[src/rtl/ov9281_i2c_arb.sv]
// Round-robin arbiter that shares the OV9281 I2C register-access master between NUM_REQ requesters.
// The optional WAIT watchdog is built only when I2C_ARB_TIMEOUT_EN is defined.
module ov9281_i2c_arb #(
    parameter int NUM_REQ        = 3,
    parameter int REG_ADDR_WIDTH = 16,
    parameter int REG_DATA_WIDTH = 8,
    parameter int TIMEOUT_CYCLES = 1000000
) (
    input  logic                                            i_clk,
    input  logic                                            i_rst_n,
    input  logic [NUM_REQ-1:0]                              i_req,
    input  logic [NUM_REQ-1:0]                              i_req_rw,
    input  logic [NUM_REQ*REG_ADDR_WIDTH-1:0]               i_req_addr,
    input  logic [NUM_REQ*REG_DATA_WIDTH-1:0]               i_req_wdata,
    output logic [NUM_REQ-1:0]                              o_req_gnt,
    output logic [NUM_REQ-1:0]                              o_rsp_valid,
    output logic                                            o_rsp_error,
    output logic [REG_DATA_WIDTH-1:0]                       o_rsp_rdata,
    output logic                                            o_mst_start,
    output logic                                            o_mst_rw,
    output logic [REG_ADDR_WIDTH-1:0]                       o_mst_addr,
    output logic [REG_DATA_WIDTH-1:0]                       o_mst_wdata,
    input  logic                                            i_mst_busy,
    input  logic                                            i_mst_done,
    input  logic                                            i_mst_nack,
    input  logic [REG_DATA_WIDTH-1:0]                       i_mst_rdata,
    output logic                                            o_busy,
    output logic [((NUM_REQ > 2) ? $clog2(NUM_REQ) : 1)-1:0] o_owner,
    output logic                                            o_timeout
);
    localparam int OW = (NUM_REQ > 2) ? $clog2(NUM_REQ) : 1;

    localparam logic [1:0] ST_IDLE  = 2'd0;
    localparam logic [1:0] ST_ISSUE = 2'd1;
    localparam logic [1:0] ST_WAIT  = 2'd2;
    localparam logic [1:0] ST_RESP  = 2'd3;

    localparam logic [NUM_REQ-1:0] REQ_ONE = {{(NUM_REQ-1){1'b0}}, 1'b1};

    logic [1:0]                state_r;
    logic [1:0]                state_next_s;
    logic [OW-1:0]             last_owner_r;
    logic [OW-1:0]             win_idx_s;
    logic                      to_hit_s;
    logic [REG_ADDR_WIDTH-1:0] addr_arr_s  [NUM_REQ];
    logic [REG_DATA_WIDTH-1:0] wdata_arr_s [NUM_REQ];

    for (genvar k = 0; k < NUM_REQ; k++) begin : g_unpack
        assign addr_arr_s[k]  = i_req_addr[k*REG_ADDR_WIDTH +: REG_ADDR_WIDTH];
        assign wdata_arr_s[k] = i_req_wdata[k*REG_DATA_WIDTH +: REG_DATA_WIDTH];
    end

    // Round-robin pick: scanning from the farthest candidate back lets the first one after last_owner win.
    always_comb begin
        logic [OW-1:0] cand;
        cand      = '0;
        win_idx_s = '0;
        for (int i = NUM_REQ; i >= 1; i--) begin
            cand      = OW'((int'(last_owner_r) + i) % NUM_REQ);
            win_idx_s = i_req[cand] ? cand : win_idx_s;
        end
    end

    // Next-state logic of the grant / issue / wait / respond sequence.
    always_comb begin
        state_next_s = state_r;
        case (state_r)
            ST_IDLE: begin
                if (|i_req) begin
                    state_next_s = ST_ISSUE;
                end else begin
                    state_next_s = ST_IDLE;
                end
            end
            ST_ISSUE: begin
                if (!i_mst_busy) begin
                    state_next_s = ST_WAIT;
                end else begin
                    state_next_s = ST_ISSUE;
                end
            end
            ST_WAIT: begin
                if (i_mst_done || to_hit_s) begin
                    state_next_s = ST_RESP;
                end else begin
                    state_next_s = ST_WAIT;
                end
            end
            ST_RESP: state_next_s = ST_IDLE;
            default: state_next_s = ST_IDLE;
        endcase
    end

    // State register plus all registered outputs; pulses default low every cycle.
    always_ff @(posedge i_clk or negedge i_rst_n) begin
        if (!i_rst_n) begin
            state_r      <= ST_IDLE;
            last_owner_r <= OW'(NUM_REQ - 1);
            o_req_gnt    <= '0;
            o_rsp_valid  <= '0;
            o_rsp_error  <= 1'b0;
            o_rsp_rdata  <= '0;
            o_mst_start  <= 1'b0;
            o_mst_rw     <= 1'b0;
            o_mst_addr   <= '0;
            o_mst_wdata  <= '0;
            o_busy       <= 1'b0;
            o_owner      <= '0;
        end else begin
            state_r     <= state_next_s;
            o_busy      <= (state_next_s != ST_IDLE);
            o_req_gnt   <= '0;
            o_rsp_valid <= '0;
            o_mst_start <= 1'b0;
            case (state_r)
                ST_IDLE: begin
                    if (|i_req) begin
                        o_owner     <= win_idx_s;
                        o_req_gnt   <= REQ_ONE << win_idx_s;
                        o_mst_rw    <= i_req_rw[win_idx_s];
                        o_mst_addr  <= addr_arr_s[win_idx_s];
                        o_mst_wdata <= wdata_arr_s[win_idx_s];
                    end
                end
                ST_ISSUE: begin
                    if (!i_mst_busy) begin
                        o_mst_start <= 1'b1;
                    end
                end
                ST_WAIT: begin
                    if (i_mst_done) begin
                        o_rsp_valid <= REQ_ONE << o_owner;
                        o_rsp_error <= i_mst_nack;
                        o_rsp_rdata <= (o_mst_rw && !i_mst_nack) ? i_mst_rdata : '0;
                    end else if (to_hit_s) begin
                        o_rsp_valid <= REQ_ONE << o_owner;
                        o_rsp_error <= 1'b1;
                        o_rsp_rdata <= '0;
                    end
                end
                ST_RESP: last_owner_r <= o_owner;
                default: state_r <= ST_IDLE;
            endcase
        end
    end

`ifdef I2C_ARB_TIMEOUT_EN
    localparam int            CW       = $clog2(TIMEOUT_CYCLES + 1);
    localparam logic [CW-1:0] TO_LIMIT = CW'(TIMEOUT_CYCLES);

    logic [CW-1:0] wd_cnt_r;

    assign to_hit_s = (state_r == ST_WAIT) && !i_mst_done && (wd_cnt_r == TO_LIMIT);

    // Watchdog counts WAIT cycles from zero on every entry; the timeout flag is sticky until reset.
    always_ff @(posedge i_clk or negedge i_rst_n) begin
        if (!i_rst_n) begin
            wd_cnt_r  <= '0;
            o_timeout <= 1'b0;
        end else begin
            if (state_r == ST_WAIT) begin
                wd_cnt_r <= wd_cnt_r + CW'(1);
            end else begin
                wd_cnt_r <= '0;
            end
            if (to_hit_s) begin
                o_timeout <= 1'b1;
            end
        end
    end
`else
    assign to_hit_s  = 1'b0;
    assign o_timeout = (TIMEOUT_CYCLES < 0);
`endif

endmodule

[config.mk]
export PLATFORM = sky130hd
export DESIGN_NAME = ov9281_i2c_arb
export DESIGN_NICKNAME = d
export VERILOG_FILES = /design/src/rtl/ov9281_i2c_arb.sv
export SDC_FILE = /design/constraint.sdc
export NUM_CORES = 1
export LEC_CHECK = 0
export CAP_MARGIN = 10
export CORE_MARGIN = 2
export CORE_UTILIZATION = 40
export DETAILED_ROUTE_END_ITERATION = 8
export GPL_TIMING_DRIVEN = 1
export PLACE_DENSITY = 0.84
export SLEW_MARGIN = 20
export SYNTH_ARGS = -nofsm -noshare
export SYNTH_HDL_FRONTEND = slang
export SYNTH_SLANG_ARGS = --single-unit
[constraint.sdc]
create_clock -name i_clk -period 4.1 [get_ports i_clk]
set_input_delay 0.82 -clock i_clk [delete_from_list [all_inputs] [get_ports i_clk]]
set_output_delay 0.82 -clock i_clk [all_outputs]
set_load 0.005 [all_outputs]
==> summary.txt, run 1 <==
Global route
  – Total grt overflow: 0
  – First-pass GRT wire length: 13400 µm
  – Initial antenna violation count: 0
  – Number of global-route vias before repair: 2773
  – GRT Overall Usage: 21.3%
  – Largest net degree at the start of global routing: between 40 and 50

Clock tree
  – Clk buf depth: 2
  – Clock Latency Late Sink: 300 ps
  – # hold bufs at CTS: 0
  – Root buf cell: clkbuf_8
  – CTS H-tree lvls: 2
  – Post_cts resized: 0
  – Setup Buffers After CTS: 0
  – CTS buffer count: 5
  – Clock Sinks: 48
  – CTS tree: built
  – Clock input transition at the sequential cells of the worst setup and hold paths: approximately 80 ps

Pwr
  – Sw Share: 42.8%
  – Static leakage: between 1.5 and 2 nW
  – Clock network power share: 10.9%
  – Internal power: between 1.5 and 2 mW
  – Worst IR Drop VDD: 346 µV
  – Switch Pwr: 1.33 mW
  – Logic gate share of total power: 61.8%
  – Pwr per Cell Area: 712 mW/mm²
  – Tot Pwr: roughly 3.1 mW
  – Sequential Power Share: 27.3%

Yosys
  – Share of flip-flops with an asynchronous set or reset: 100%
  – Yosys Warn Count: 0
  – Mapped Area: 0.00293 mm²
  – Post-synth EDFFs: 0
  – Synth Net Count: 424
  – Area contributors post-synth: dfrtp_1 40%, nand2_1 8.4%, a2bb2oi_1 6.3%
  – Sequential share of the synthesized area: 41.0%
  – Count leader, synth: nand2_1
  – Post-synth top area share: 40.1%
  – Primary FF master, synth: dfrtp_1
  – Commonest cells post-synth: 66 x nand2_1, 47 x dfrtp_1, 27 x nand3_1
  – Synth Instances: 329
  – Cell taking the most area after synthesis: dfrtp_1
  – Yosys reg bits: 48
  – Distinct cells, synth: 40
  – Mapped Avg Cell Area: just under 9 µm²

Routing
  – First-pass iteration count of the detailed router: 5
  – DRT iter0 DRCs: 250
  – DR vias: 3044
  – Post-Route WL: 8870 µm
  – Number of remaining DRC errors: 0
  – Metal3 WL: 697 µm
  – Remaining antenna violation count: 0
  – Vias/cell: 5.62
  – WL/cell: 16.4 µm
  – Top Layer Used: met4
  – M1 WL: around 3800 µm
  – WL met2: 4330 µm

Timing
  – Setup repair after global routing missed its margin: false
  – Hold_ws: ~500 ps
  – Relative slew slack: 37.8%
  – Setup Total Neg Slack: 0 ps
  – Slew of the pin with the lowest slew margin: 932 ps
  – Max Freq: roughly 360 MHz
  – Hold Violations, Final: 0
  – Final setup fails: 0
  – Setup WS post-layout: 1320 ps
  – Min cycle time layout: 2780 ps
  – Max-slew violations: 0
  – Clk_skew: between 9 and 10 ps
  – Final period util: between 60% and 70%

Critical path
  – Crit-path cells: clkdlybuf4s50_1 -> nor3_2 -> or3_1 -> buf_4 -> a2bb2oi_1 -> nand3_1
  – Crit path DAT: 3010 ps
  – Startpoint Class: primary input
  – Slowest-stage cell, CP: or3_1
  – Required time of the critical path: 4330 ps
  – Crit path kind: in -> reg
  – CP top delay family: simple AND/OR/NAND/NOR gates
  – Critical path fanouts, max: 24
  – Crit end category: register
  – Buf/Inv on CP: 2
  – Crit-path max cell delay: 710 ps

Finish
  – Share of post-route cells with drive strength above 1: 5.64%
  – Post-route insts no fill: between 500 and 600
  – Finished Cell Area: 0.00438 mm²
  – Fin util: around three fifths
  – Ant. Diodes: 0
  – Nets: ~540
  – Syn-to-layout area delta: 49.3%

Placed design
  – Placed Area: 0.00427 mm²
  – Inst Count DP: 534
  – Setup slack at placement: 1020 ps
  – Port buffer count: between 100 and 150
  – Routability cong.: roughly 0.79
  – DPL Wire Length: 6290 µm

Floorplan
  – DIE WIDTH: 89.6 µm
  – IO Count: approximately 140
  – Die Height: 89.6 µm
  – # rows: 31
  – Starting Density: 40.9%
  – Core box area: slightly above 0.007 mm²
  – DIE AREA: 0.00804 mm²

Min path
  – Hold Path Class: reg -> reg

Run
  – MaxCap Viol Count: 0

Status
  – Status: finished clean
==> tightest hold or removal path: stages, from the launching register on <==
cell and delay (ps):
dfrtp_1 350, nand2_1 40, o21ai_0 60
==> routing by layer <==
layer	vias to the layer above	track usage, %
met5	-	0
met4	0	4.48
met3	8	4.30
met2	164	36.1
met1	1442	28.3
li1	1430	-
==> state kept, by name, summed over array words and instances (netlist names) <==
register / cells
o_owner: 2
o_mst_addr: 16
o_mst_start: 1
o_mst_rw: 1
o_rsp_error: 1
o_rsp_valid: 3
last_owner_r: 2
o_req_gnt: 3
state_r: 2
o_mst_wdata: 8
o_busy: 1
o_rsp_rdata: 8
==> area by class of cell <==
| cell class | count | area, µm² |
|---|---|---|
| inverters | 5 | 18.8 |
| clock inverters | 3 | 42.5 |
| well taps | 99 | 124 |
| multi-input cells | 242 | 1540 |
| clock buffers | 5 | 68.8 |
| fillers | 625 | 2800 |
| flip-flops and latches | 48 | 1200 |
| repair buffers | 140 | 1380 |
==> path summary, 6_finish.rpt <==
check                                 end  slack, ps  cells after the start       startpoint
min in group asynchronous  o_rsp_valid[1]        530                      1          i_rst_n
hold / removal             o_rsp_rdata[4]        490                      2   o_rsp_rdata[4]
setup reg to reg            o_mst_addr[3]       1460                      7  last_owner_r[0]
hold reg to reg            o_rsp_rdata[4]        490                      2   o_rsp_rdata[4]
max in group asynchronous   o_mst_addr[8]       3170                      1          i_rst_n
setup / recovery            o_mst_addr[3]       1320                      6         i_req[1]
==> power groups by stage <==
stage	logic (mW)	registers [mW]	clock network (mW)
global placement	1.87	0.850	0
finish	1.93	0.850	0.340
CTS	1.93	0.848	0.350
detailed placement	1.93	0.851	0
global route	2.10	0.874	0.369
floorplan	1.21	0.833	0
==> cell usage in the layout, fill, tap and decap left out, drive strengths merged, types with 2 or more instances in the layout <==
| cell type | n |
|---|---|
| a21o | 2 |
| a21oi | 7 |
| a2bb2oi | 21 |
| a31oi | 4 |
| buf | 7 |
| clkbuf | 5 |
| clkdlybuf4s50 | 133 |
| dfrtp | 47 |
| ha | 4 |
| inv | 5 |
| mux2 | 2 |
| mux2i | 3 |
| nand2 | 66 |
| nand2b | 4 |
| nand3 | 27 |
| nand3b | 2 |
| nand4b | 21 |
| nor2 | 10 |
| nor2b | 6 |
| nor3 | 4 |
| nor3b | 3 |
| o2111ai | 21 |
| o211ai | 3 |
| o21ai | 20 |
| o2bb2ai | 4 |
==> kinds of logic after synthesis <==
family	synth area share, %
compound gates	22.5
fa+ha+maj	1.71
buf+inv	6.91
flops	41.0
mux	1.79
other cells	0.128
simple gates	26.0
Note: power is estimated with default switching activity, not from simulation.
==> run 2, diff against run 1 <==
--- a/config.mk
+++ b/config.mk
@@ -7,7 +7,7 @@
 export LEC_CHECK = 0
 export CAP_MARGIN = 10
 export CORE_MARGIN = 2
-export CORE_UTILIZATION = 40
+export CORE_UTILIZATION = 38
 export DETAILED_ROUTE_END_ITERATION = 8
 export GPL_TIMING_DRIVEN = 1
 export PLACE_DENSITY = 0.84
==> constraint.sdc (replaced) <==
create_clock -name i_clk -period 2.4 [get_ports i_clk]
set_input_delay 0.48 -clock i_clk [delete_from_list [all_inputs] [get_ports i_clk]]
set_output_delay 0.48 -clock i_clk [all_outputs]
set_load 0.005 [all_outputs]
==> run 2 against run 1 <==
  * Die area rose by 5.0%
  * Clock power up 78%
  * Critical path depth increased by 2
  * Setup slack worse by 1200 ps
  * Critical endpoint unchanged
  * Largest cell class unchanged
==> summary.txt, run 2 (synthesized netlist as in run 1, its figures left out) <==
Status
  – Status: finished clean

Critical path
  – Crit-path max cell delay: ~470 ps
  – Crit path kind: reg -> reg
  – Slowest-stage cell, CP: ha_2
  – Startpoint Class: register
  – Critical path fanouts, max: 43
  – R2r startpoint: last_owner_r[0]
  – CP Depth: 8
  – Crit end category: register
  – Reg2reg end: o_mst_addr[3]
  – R2r setup slk: 150 ps
  – Critical path startpoint: last_owner_r[0]
  – CP top delay family: adder cells
  – Crit path DAT: 2420 ps
  – Worst setup path end: o_mst_addr[3]
  – Required time of the critical path: 2570 ps
  – Reg2Reg Depth: 8
  – Buf/Inv on CP: 2
  – Crit-path cells: inv_1 -> ha_2 -> mux2i_1 -> o21ai_1 -> a211o_1 -> buf_12 -> nand4b_1 -> nand3_1

Clock tree
  – Clk buf depth: 2
  – CTS buffer count: 5
  – CTS tree: built
  – CTS H-tree lvls: 2
  – Root buf cell: clkbuf_8
  – Clock Latency Late Sink: ~300 ps
  – Clock Sinks: 48
  – Clock input transition at the sequential cells of the worst setup and hold paths: 100 ps
  – Setup Buffers After CTS: 0

Run
  – MaxCap Viol Count: 0

Global route
  – Largest net degree at the start of global routing: 44
  – Initial antenna violation count: 0
  – Total grt overflow: 0
  – First-pass GRT wire length: between 10000 and 15000 µm
  – Number of global-route vias before repair: 3042
  – GRT Overall Usage: 21.2%

Timing
  – Final setup fails: 0
  – Hold Violations, Final: 0
  – Slew of the pin with the lowest slew margin: 926 ps
  – Max-slew violations: 0
  – Clk_skew: 7.80 ps
  – Final period util: 93.6%
  – Min cycle time layout: 2250 ps
  – Max Freq: 445 MHz
  – Relative slew slack: approximately two fifths
  – Setup repair after global routing missed its margin: true
  – Setup WS post-layout: around 150 ps

Floorplan
  – IO Count: 136
  – Core box area: 0.00761 mm²
  – # rows: 32
  – DIE AREA: around 0.0084 mm²
  – Die Height: 91.9 µm
  – Starting Density: 38.6%
  – DIE WIDTH: slightly above 90 µm

Finish
  – Biggest registers after layout: o_mst_addr (16), o_mst_wdata (8), o_rsp_rdata (8)
  – Ant. Diodes: 0
  – Max reg flops: 16
  – Commonest non-fill, non-tap cells in the layout: 133 x clkdlybuf4s50_1, 66 x nand2_1, 47 x dfrtp_1
  – Share of post-route cells with drive strength above 1: 9.15%
  – Top reg by flops: o_mst_addr
  – Nets: 553
  – Finished Cell Area: about 0.0045 mm²
  – Leading cell type in the layout, fill and taps excluded: clkdlybuf4s50_1
  – Syn-to-layout area delta: 54.8%
  – Fin util: 59.7%

Placed design
  – DPL Wire Length: 6580 µm
  – Routability cong.: 0.874
  – Placed Area: ~0.0044 mm²
  – Port buffer count: 134
  – Setup slack at placement: -61.0 ps

Pwr
  – Static leakage: 1.80 nW
  – Pwr per Cell Area: 1230 mW/mm²
  – Worst IR Drop VDD: slightly above 600 µV
  – Tot Pwr: 5.58 mW

Routing
  – WL/cell: 16.5 µm
  – Vias/cell: 5.55
  – Remaining antenna violation count: 0
  – DRT iter0 DRCs: 141
  – Post-Route WL: 9240 µm
  – Number of remaining DRC errors: 0
  – First-pass iteration count of the detailed router: 5
  – DR vias: ~3.1k

Min path
  – Hold Path Class: in -> async
-- run 2: worst min-delay path by stage --
stage,slack (ps),to,cells past startpoint,start
4_1_cts,330,o_mst_addr[7],1,i_rst_n
3_5_place_dp,470,o_rsp_rdata[6],2,o_rsp_rdata[6]
3_3_place_gp,460,o_rsp_rdata[6],2,o_rsp_rdata[6]
5_1_grt,360,o_mst_addr[7],1,i_rst_n
2_1_floorplan,180,last_owner_r[0],0,i_rst_n
6_report,320,o_mst_addr[7],1,i_rst_n
-- run 2: routing by layer --
metal	share of wire [%]	track usage (%)	up-vias
li1	-	-	1464
met1	42	26.7	1464
met2	49	36.8	169
met3	7.6	3.94	17
met4	1.7	7.09	0
met5	0	0	-
-- run 2: repair_timing --
| item | 4_1_cts | 5_1_grt |
|---|---|---|
| gates resized for setup | 0 | 3 |
| endpoints found under the setup margin | 0 | 27 |
| hold buffers | 0 | 0 |
-- run 2: per-stage QoR --
stage               std cells  TNS, ps  hold slack [ps]
global route              561    -8.51              359
CTS                       561        0              331
detailed placement        553     -208              472
global placement          553        0              465
floorplan                 329        0              184
finish                    561        0              316
-- run 2: where the power goes --
group / internal [mW] / total, mW / switching (mW)
Clock: 0.314 / 0.605 / 0.291
Sequential: 1.18 / 1.45 / 0.270
Combinational: 1.75 / 3.52 / 1.78
Total: 3.24 / 5.58 / 2.34
-- run 2: layout make-up --
class | count | area (µm²)
Clock buffer | 5 | 68.8
Multi-Input combinational cell | 242 | 1550
Clock inverter | 3 | 46.3
Timing Repair Buffer | 156 | 1530
Sequential cell | 48 | 1200
Tap cell | 102 | 128
Fill cell | 635 | 3060
Inverter | 5 | 18.8
==> run 3, diff against run 2 <==
--- a/config.mk
+++ b/config.mk
@@ -8,6 +8,7 @@
 export CAP_MARGIN = 10
 export CORE_MARGIN = 2
 export CORE_UTILIZATION = 38
+export CTS_CLUSTER_DIAMETER = 200
 export DETAILED_ROUTE_END_ITERATION = 8
 export GPL_TIMING_DRIVEN = 1
 export PLACE_DENSITY = 0.84
==> results of run 3 <==
Same layout as run 2: the final DEF is identical, and so are final timing and power.
